**config.mk**
```make
export PLATFORM = sky130hd
export DESIGN_NAME = bnn_sequencer
export DESIGN_NICKNAME = d
export VERILOG_FILES = /design/src/rtl/bnn_ctrl_pkg.sv /design/src/rtl/bnn_img_buffer.sv /design/src/rtl/bnn_sequencer.sv
export SDC_FILE = /design/constraint.sdc
export NUM_CORES = 2
export LEC_CHECK = 0
export ABC_AREA = 1
export ABC_CLOCK_PERIOD_IN_PS = 3350
export BUFFER_PORTS_ARGS = -buffer_cell sky130_fd_sc_hd__buf_2
export CAP_MARGIN = 20
export CORE_AREA = 2 2 361 363
export DETAILED_ROUTE_END_ITERATION = 7
export DIE_AREA = 0 0 363 365
export GPL_TIMING_DRIVEN = 0
export PLACE_DENSITY = 0.55
export SYNTH_ARGS = -nofsm -noshare
export SYNTH_HDL_FRONTEND = slang
export SYNTH_SLANG_ARGS = --single-unit
```
**constraint.sdc**
```tcl
create_clock -name clk -period 3.35 [get_ports clk]
set_clock_uncertainty 0.1 [all_clocks]
set_input_delay 0.335 -clock clk [delete_from_list [all_inputs] [get_ports clk]]
set_output_delay 0.335 -clock clk [all_outputs]
set_load 0.02 [all_outputs]
```
**src/rtl/bnn_ctrl_pkg.sv**
```systemverilog
// Shared types and constants for the BNN inference sequencer.
//   seq_state_t          : sequencer FSM states
//   IMG_BITS / IMG_BYTES : default image bus width and bytes per frame
//   NUM_CLASSES          : valid class codes are 0..NUM_CLASSES-1
//   RESULT_TIMEOUT_CODE  : class code reported when the BNN never answers
package bnn_ctrl_pkg;
    localparam int         IMG_BITS            = 904;
    localparam int         IMG_BYTES           = IMG_BITS / 8;
    localparam int         NUM_CLASSES         = 10;
    localparam logic [3:0] RESULT_TIMEOUT_CODE = 4'hF;

    typedef enum logic [2:0] {COLLECT, START, WAIT, REPORT, CLEAR} seq_state_t;
endpackage

```
**src/rtl/bnn_img_buffer.sv**
```systemverilog
// Byte-to-image packer. Each accepted byte shifts in at the LSB end, so the first byte
// of a frame ends up in the top byte of img_out once the frame is complete.
//   clk, rst_n  : clock, asynchronous active-low reset
//   rx_data     : byte to shift in
//   accept      : shift rx_data in this cycle
//   clear       : zero the byte count (image contents are kept)
//   img_out     : packed image
//   count       : bytes received in the current frame
//   frame_done  : strobe, high in the cycle the last byte of a frame is accepted
module bnn_img_buffer #(
    parameter int IMG_BITS  = 904,
    parameter int IMG_BYTES = IMG_BITS / 8,
    localparam int CNT_W    = $clog2(IMG_BYTES)
) (
    input  logic                clk,
    input  logic                rst_n,
    input  logic [7:0]          rx_data,
    input  logic                accept,
    input  logic                clear,
    output logic [IMG_BITS-1:0] img_out,
    output logic [CNT_W-1:0]    count,
    output logic                frame_done
);
    logic last_byte;

    assign last_byte  = (count == CNT_W'(IMG_BYTES - 1));
    assign frame_done = accept && last_byte;

    always_ff @(posedge clk or negedge rst_n) begin
        if (!rst_n) begin
            img_out <= '0;
            count   <= '0;
        end else begin
            if (accept)
                img_out <= {img_out[IMG_BITS-9:0], rx_data};
            if (clear)
                count <= '0;
            else if (accept)
                count <= last_byte ? '0 : count + 1'b1;
        end
    end
endmodule

```
**src/rtl/bnn_sequencer.sv**
```systemverilog
// Runs one BNN inference per received image: collects IMG_BYTES bytes, enables the
// BNN, waits for its result (or times out), holds the class for the consumer until
// acknowledged, then pulses bnn_clear to re-arm the BNN.
//   clk, rst_n                 : clock, asynchronous active-low reset
//   rx_data/rx_valid/rx_ready  : byte stream in, accepted on rx_valid && rx_ready
//   img_out                    : packed image to the BNN
//   img_buffer_full            : frame complete, held until CLEAR exits
//   bnn_enable / bnn_clear     : BNN run / re-arm controls
//   result_ready / result_in   : BNN result handshake
//   res_valid/res_data/res_err : result held for the consumer; res_ack accepts it
//   abort                      : synchronous soft abort from any state
//   busy                       : not idle in COLLECT with an empty frame
module bnn_sequencer #(
    parameter int IMG_BITS       = bnn_ctrl_pkg::IMG_BITS,
    parameter int IMG_BYTES      = IMG_BITS / 8,
    parameter int TIMEOUT_CYCLES = 65535
) (
    input  logic                clk,
    input  logic                rst_n,
    input  logic [7:0]          rx_data,
    input  logic                rx_valid,
    output logic                rx_ready,
    output logic [IMG_BITS-1:0] img_out,
    output logic                img_buffer_full,
    output logic                bnn_enable,
    output logic                bnn_clear,
    input  logic                result_ready,
    input  logic [3:0]          result_in,
    output logic                res_valid,
    output logic [3:0]          res_data,
    output logic                res_err,
    input  logic                res_ack,
    input  logic                abort,
    output logic                busy
);
    import bnn_ctrl_pkg::*;

    localparam int              TO_W    = $clog2(TIMEOUT_CYCLES + 1);
    localparam logic [TO_W-1:0] TO_LAST = TO_W'(TIMEOUT_CYCLES - 1);

    seq_state_t                     state;
    logic [TO_W-1:0]                tcnt;
    logic [$clog2(IMG_BYTES)-1:0]   count;
    logic                           accept;
    logic                           frame_done;

    // rx_ready is only ever high in COLLECT; abort takes priority over a byte.
    assign accept = rx_ready && rx_valid && !abort;
    assign busy   = (state != COLLECT) || (count != '0);

    bnn_img_buffer #(
        .IMG_BITS  (IMG_BITS),
        .IMG_BYTES (IMG_BYTES)
    ) u_buf (
        .clk        (clk),
        .rst_n      (rst_n),
        .rx_data    (rx_data),
        .accept     (accept),
        .clear      (abort),
        .img_out    (img_out),
        .count      (count),
        .frame_done (frame_done)
    );

    always_ff @(posedge clk or negedge rst_n) begin
        if (!rst_n) begin
            state           <= COLLECT;
            tcnt            <= '0;
            rx_ready        <= 1'b1;
            img_buffer_full <= 1'b0;
            bnn_enable      <= 1'b0;
            bnn_clear       <= 1'b0;
            res_valid       <= 1'b0;
            res_data        <= '0;
            res_err         <= 1'b0;
        end else if (abort) begin
            // Any state, including CLEAR, funnels through CLEAR; a pending result is dropped.
            state      <= CLEAR;
            rx_ready   <= 1'b0;
            bnn_enable <= 1'b0;
            bnn_clear  <= 1'b1;
            res_valid  <= 1'b0;
        end else begin
            case (state)
                COLLECT: if (frame_done) begin
                    state           <= START;
                    rx_ready        <= 1'b0;
                    bnn_enable      <= 1'b1;
                    img_buffer_full <= 1'b1;
                end
                START: begin
                    tcnt  <= '0;
                    state <= WAIT;
                end
                WAIT: begin
                    tcnt <= tcnt + 1'b1;
                    // A result arriving on the final timeout cycle still counts as a result.
                    if (result_ready) begin
                        res_data   <= result_in;
                        res_err    <= (result_in >= 4'(NUM_CLASSES));
                        res_valid  <= 1'b1;
                        bnn_enable <= 1'b0;
                        state      <= REPORT;
                    end else if (tcnt == TO_LAST) begin
                        res_data   <= RESULT_TIMEOUT_CODE;
                        res_err    <= 1'b1;
                        res_valid  <= 1'b1;
                        bnn_enable <= 1'b0;
                        state      <= REPORT;
                    end
                end
                REPORT: if (res_ack) begin
                    res_valid <= 1'b0;
                    bnn_clear <= 1'b1;
                    state     <= CLEAR;
                end
                CLEAR: if (!result_ready) begin
                    // The BNN drops result_ready one cycle after seeing bnn_clear.
                    bnn_clear       <= 1'b0;
                    img_buffer_full <= 1'b0;
                    rx_ready        <= 1'b1;
                    state           <= COLLECT;
                end
                default: state <= CLEAR;
            endcase
        end
    end
endmodule

```
Yosys cells after proc, flatten, opt, wreduce, memory -nomap -nowiden
Index checks and enable logic that the tools add are counted.
Word-level totals
  memories kept: 0
  bits in registers: 940
  bits in read-only memories: 0
  word-level logic and storage cells: 84
  input port bits: 18
  RAM bits: 0
  latch bits: 0
  output and inout port bits: 915
Operators by class
  magnitude comparators: 1
  shift-type cells: 0
  bitwise operators: 1
  reduce and logical (&&, ||, !) cells: 24
  add/sub/neg operators: 2
  divide/modulo/power cells: 0
  multiplexer cells: 33
  $mul: 0
  equality and inequality tests: 12
Operator list (count)
  $pmux W16 S2: 1
  $mux W7: 3
  $mux W3: 6
  $add A16 B1 Y16 const B: 1
  $eq A16 B16 Y1 const B: 1
  $mux W1: 15
  $pmux W3 S5: 1
  $reduce_and A3 Y1: 5
  $reduce_bool A3 Y1: 5
  $pmux W1 S2: 5
  $ne A3 B3 Y1 const B: 3
  $mux W4: 2
  $reduce_and A4 Y1: 2
  $reduce_bool A2 Y1: 4
  $add A7 B1 Y7 const B: 1
  $eq A7 B7 Y1 const B: 1
  $reduce_bool A7 Y1: 1
  $eq A3 B2 Y1 const B: 2
  $ge A4 B4 Y1 const B: 1
  $ne A2 B2 Y1 const B: 2
  $ne A4 B4 Y1 const B: 1
  $eq A3 B1 Y1 const B: 1
  $eq A3 B3 Y1 const B: 1
  $logic_and A1 B1 Y1: 3
  5 further kinds: 5

Depth between registers and ports, before layout
  word-level depth: 6
  depth in mapped cells: 10
  depth with buffers taken out: 10

Modules after synthesis
Synthesis repeated with hierarchy kept, for this count alone.
Second synthesis, totals
  cells, all modules: 3659
  area total of the unflattened synthesis: 35696.7 um^2
Modules (own cells, without submodules)
  bnn_img_buffer: times used 1, cells each 3428, area an instance 34002.6 um^2, seq. area each 22796.9 um^2
  bnn_sequencer: times used 1, cells each 231, area an instance 1694.1 um^2, seq. area each 726.9 um^2

Least setup slack after synthesis
No wires, ideal clock.
  path type: register -> register
  start point: register rx_ready
  end point: register u_buf.img_out[100]
  path slack: 1.657 ns
  cell stages (with the launch flop): 9
  arrival: 1.462 ns
  clock period less this slack: 1.693 ns
  path buffers: 3
  data required time: 3.120 ns
  setup time: 0.130 ns
  cell sequence: dfstp_2 > nand2_1 > nor2_8 > inv_2 > buf_6 > buf_2 > buf_2 > nand2_1 > o21ai_1
Between the ends
  longest elaborated chain between the ends: 2
Ends and longest elaborated chain
  start, declared: line bnn_sequencer.sv:22  | output logic rx_ready,
  start signal, assigned: line bnn_sequencer.sv:69  | rx_ready <= 1'b1;
  start signal, assigned: line bnn_sequencer.sv:79  | rx_ready <= 1'b0;
  start signal, assigned: line bnn_sequencer.sv:87  | rx_ready <= 1'b0;
  $logic_and A1 B1 Y1 (2 in a row): line bnn_sequencer.sv:48  | assign accept = rx_ready && rx_valid && !abort;
  end signal, assigned: line bnn_img_buffer.sv:35  | img_out <= {img_out[IMG_BITS-9:0], rx_data};
  end, declared: line bnn_img_buffer.sv:20  | output logic [IMG_BITS-1:0] img_out,
No other way between the ends.
A chain may end at the register's enable or synchronous reset.

Worst setup path after layout
  start point: register rx_ready
  end point: register u_buf.img_out[92]
The elaborated chain is that of the path after synthesis.

==> impl_metrics.csv <==
group,metric,value,unit
run_status,status,"finished clean",
place,post-place-cells,6271,
grt,antenna_found_initial,5,
clock_network,clk_latency,0.74,ns
logic_synthesis,synthTopCellsByCount,"nand2_1, dfrtp_1, o21ai_1",
logic_synthesis,ys_top_cells_by_area,"dfrtp_1, o21ai_1, nand2_1",
timing,finalSetupViolations,0,
detailed_routing,dr.first_iter.drc_count,2547,
layout,nFillCells,13280,
worst_setup_path,crit_chain,"nand2_1 > nor2_8 > buf_4 > buf_4 > buf_4 > nand2_1 > o21ai_1",
worst_setup_path,startpoint_type,"flip-flop",
logic_synthesis,ys_seq_elements,940,
floorplanning,dieWidth,363,um
grt,grt_max_degree,122,
timing,finalCritPeriodShare,0.808,
worst_setup_path,path_delay_family,"buffers and inverters",
clock_network,cts_max_level,3,
timing,rsz0062_at_grt,"false",
clock_network,cts_buffers,101,
worst_setup_path,path_buf_inv,3,
floorplanning,die_h,365,um
clock_network,cts_tree,"done",
logic_synthesis,synth_ff_type,"dfrtp_1",
logic_synthesis,synth_edf_count,0,
detailed_routing,antenna_left,0,
timing,period_needed,2.71,ns
detailed_routing,vias,29895,
worst_setup_path,crit_arrival,3.22,ns
worst_setup_path,path_common_cell,"buf_4",
clock_network,clk_path_buf_depth,3,
floorplanning,rows,132,
place,gp_congestion,0.944,
logic_synthesis,synthArstFlopShare,1.00,
logic_synthesis,syn_nets,3678,
place,port_buffers,931,
clock_network,cts.clk_slew.worst_paths,0.06,ns
timing,setup_tns,0,ns
place,hpwlAfterDp,111000,um
detailed_routing,wl,145000,um
grt,overflow,0,
layout,postLayoutCellArea,0.0461,mm^2
detailed_routing,post_drt_via_cell_ratio,4.61,
floorplanning,start_util,0.275,
logic_synthesis,synth_area,0.0354,mm^2
logic_synthesis,synth.most_common_cell,"nand2_1",
detailed_routing,drc_errors,0,
timing,drv_slew,0,
timing,maxSlewHeadroom,0.385,
logic_synthesis,syn_inst,3656,
layout,seqCellArea,0.0235,mm^2
detailed_routing,drtPass1Iterations,5,
floorplanning,die_area,0.132,mm^2
grt,grt_pass1_vias,29507,
timing,worst_slew_pin_slew,0.923,ns
timing,max_freq,0.369,GHz
floorplanning,core-area,0.129,mm^2
grt,grtUsageTotal,0.213,
power,irDropWorstVdd,600,uV
worst_hold_path,hp-class,"input pin to asynchronous set/reset pin",
worst_setup_path,path_class,"flip-flop to flip-flop",
clock_network,cts.sinks,940,
grt,grt_first_pass_wirelength,207000,um
floorplanning,ios,933,
logic_synthesis,yosysTopAreaCell,"dfrtp_1",
place,place_area,0.0424,mm^2
power,p_leak,0.0236,uW
timing,finalHoldViolCount,0,
logic_synthesis,yosys_warnings,0,
logic_synthesis,synth.distinct_cells,29,
worst_setup_path,end_kind,"flip-flop",
layout,area_growth,30.2,%
clock_network,cts_root_buf,"clkbuf_16",
logic_synthesis,netlist.area_leader.share,0.663,
logic_synthesis,syn_avg_cell_area,9.69,um^2
layout,drive_above_1_share,0.262,
job,cap_violations,0,
power,power.density,1160,mW/mm^2
worst_setup_path,crit_path_max_incr_delay,0.54,ns
layout,final_cells,6481,
logic_synthesis,ys_seq_area_frac,0.664,
worst_setup_path,crit_required,3.87,ns
detailed_routing,avgRoutedWirePerCell,22.4,um
worst_setup_path,crit_fanout,10,
layout,final_nets,4744,
layout,multi_input_area,0.00892,mm^2
worst_setup_path,slowest_stage,"dfstp_2",
timing,hold_slack,0.0477,ns
## timing repair
action	in CTS	in global routing
hold buffers	23	0
gates resized for setup	0	0
buffers inserted	0	0
hold endpoints to repair	204	0
## path summary, 6_finish.rpt
check                           start                  to  slack (ns)  cells after the start
max in group asynchronous       rst_n  u_buf.img_out[717]        0.87                      5
hold / removal                  rst_n  u_buf.img_out[289]        0.05                      2
min in group clk           rx_data[5]    u_buf.img_out[5]        0.26                      4
setup reg to reg             rx_ready   u_buf.img_out[92]        0.64                      7
hold reg to reg             res_valid           res_valid        0.38                      2
setup / recovery             rx_ready   u_buf.img_out[92]        0.64                      7
## cells in the final DEF (no fill, tap or decap), types with 2 or more instances in the layout
cell type	instances
buf_2	1017
nand2_1	998
dfrtp_1	939
o21ai_1	850
inv_1	489
clkbuf_16	102
o21ai_0	64
buf_4	61
clkbuf_1	47
nor2_1	39
clkbuf_8	30
buf_1	28
dlygate4sd3_1	23
nand3_1	20
nand4_1	15
clkinv_2	12
nor3_1	8
buf_16	8
o22ai_1	5
bufinv_16	5
xor2_1	4
a21oi_1	4
ha_1	4
diode_2	3
inv_2	3
buf_6	3
clkinv_16	3
o211ai_1	2
inv_16	2
inv_6	2
clkinv_4	2
buf_8	2
## kinds of logic (layout without fill, tap and decap cells)
kind of cell               Yosys count  in the layout  share of synthesized area
AOI/OAI and AO/OA                  929            929                      0.132
xor gates and xnor gates             5              5                    0.00124
adders and majority gates            4              4                    0.00141
buffers and inverters              696           1843                     0.0839
DFF                                940            940                      0.664
other                                0              3                          0
and+or+nand+nor                   1082           1082                      0.117
## per-stage QoR
| stage | total power, uW | utilization | setup WS (ns) |
|---|---|---|---|
| final | 53500 | 0.358 | 0.642 |
| after global routing | 56300 | 0.358 | 0.526 |
| after CTS | 53900 | 0.358 | 0.572 |
| after detailed placement | 42000 | 0.330 | 0.599 |
| after global placement | 41700 | 0.328 | -19.35 |
| after floorplan | 31400 | - | 1.66 |
## worst register-to-register path, delay by kind of cell, from the launching register on
family | cells | cell delay, ns
DFF | 1 | 0.54
and+or+nand+nor | 3 | 0.80
buffers and inverters | 3 | 1.00
AOI/OAI and AO/OA | 1 | 0.17
## power by group
part           internal, uW  switching, uW
Combinational          6140          14900
Sequential            16400           4380
Clock                  6700           4950
Total                 29300          24200
## area by class of cell
type,instances,area share
antenna,3,0.000163
buffer,203,0.0243
clock buffer,155,0.0662
clock inverter,29,0.00890
inverter,493,0.0401
multi-input combinational,2020,0.193
sequential,940,0.510
tap,1675,0.0454
timing repair buffer,963,0.111
## routing by layer
layer,vias to the layer above,track usage,share of wire
li1,13694,-,-
met1,14888,0.280,0.42
met2,1066,0.330,0.46
met3,247,0.0529,0.072
met4,0,0.0963,0.046
met5,-,0,0
## state kept, by name (all words and copies together) (netlist names)
register         cells
bnn_enable           1
img_buffer_full      1
res_data             4
u_buf.count          7
state                3
rx_ready             1
bnn_clear            1
res_valid            1
res_err              1
tcnt                16
u_buf.img_out      904
Note: power is estimated with default switching activity, not from simulation.
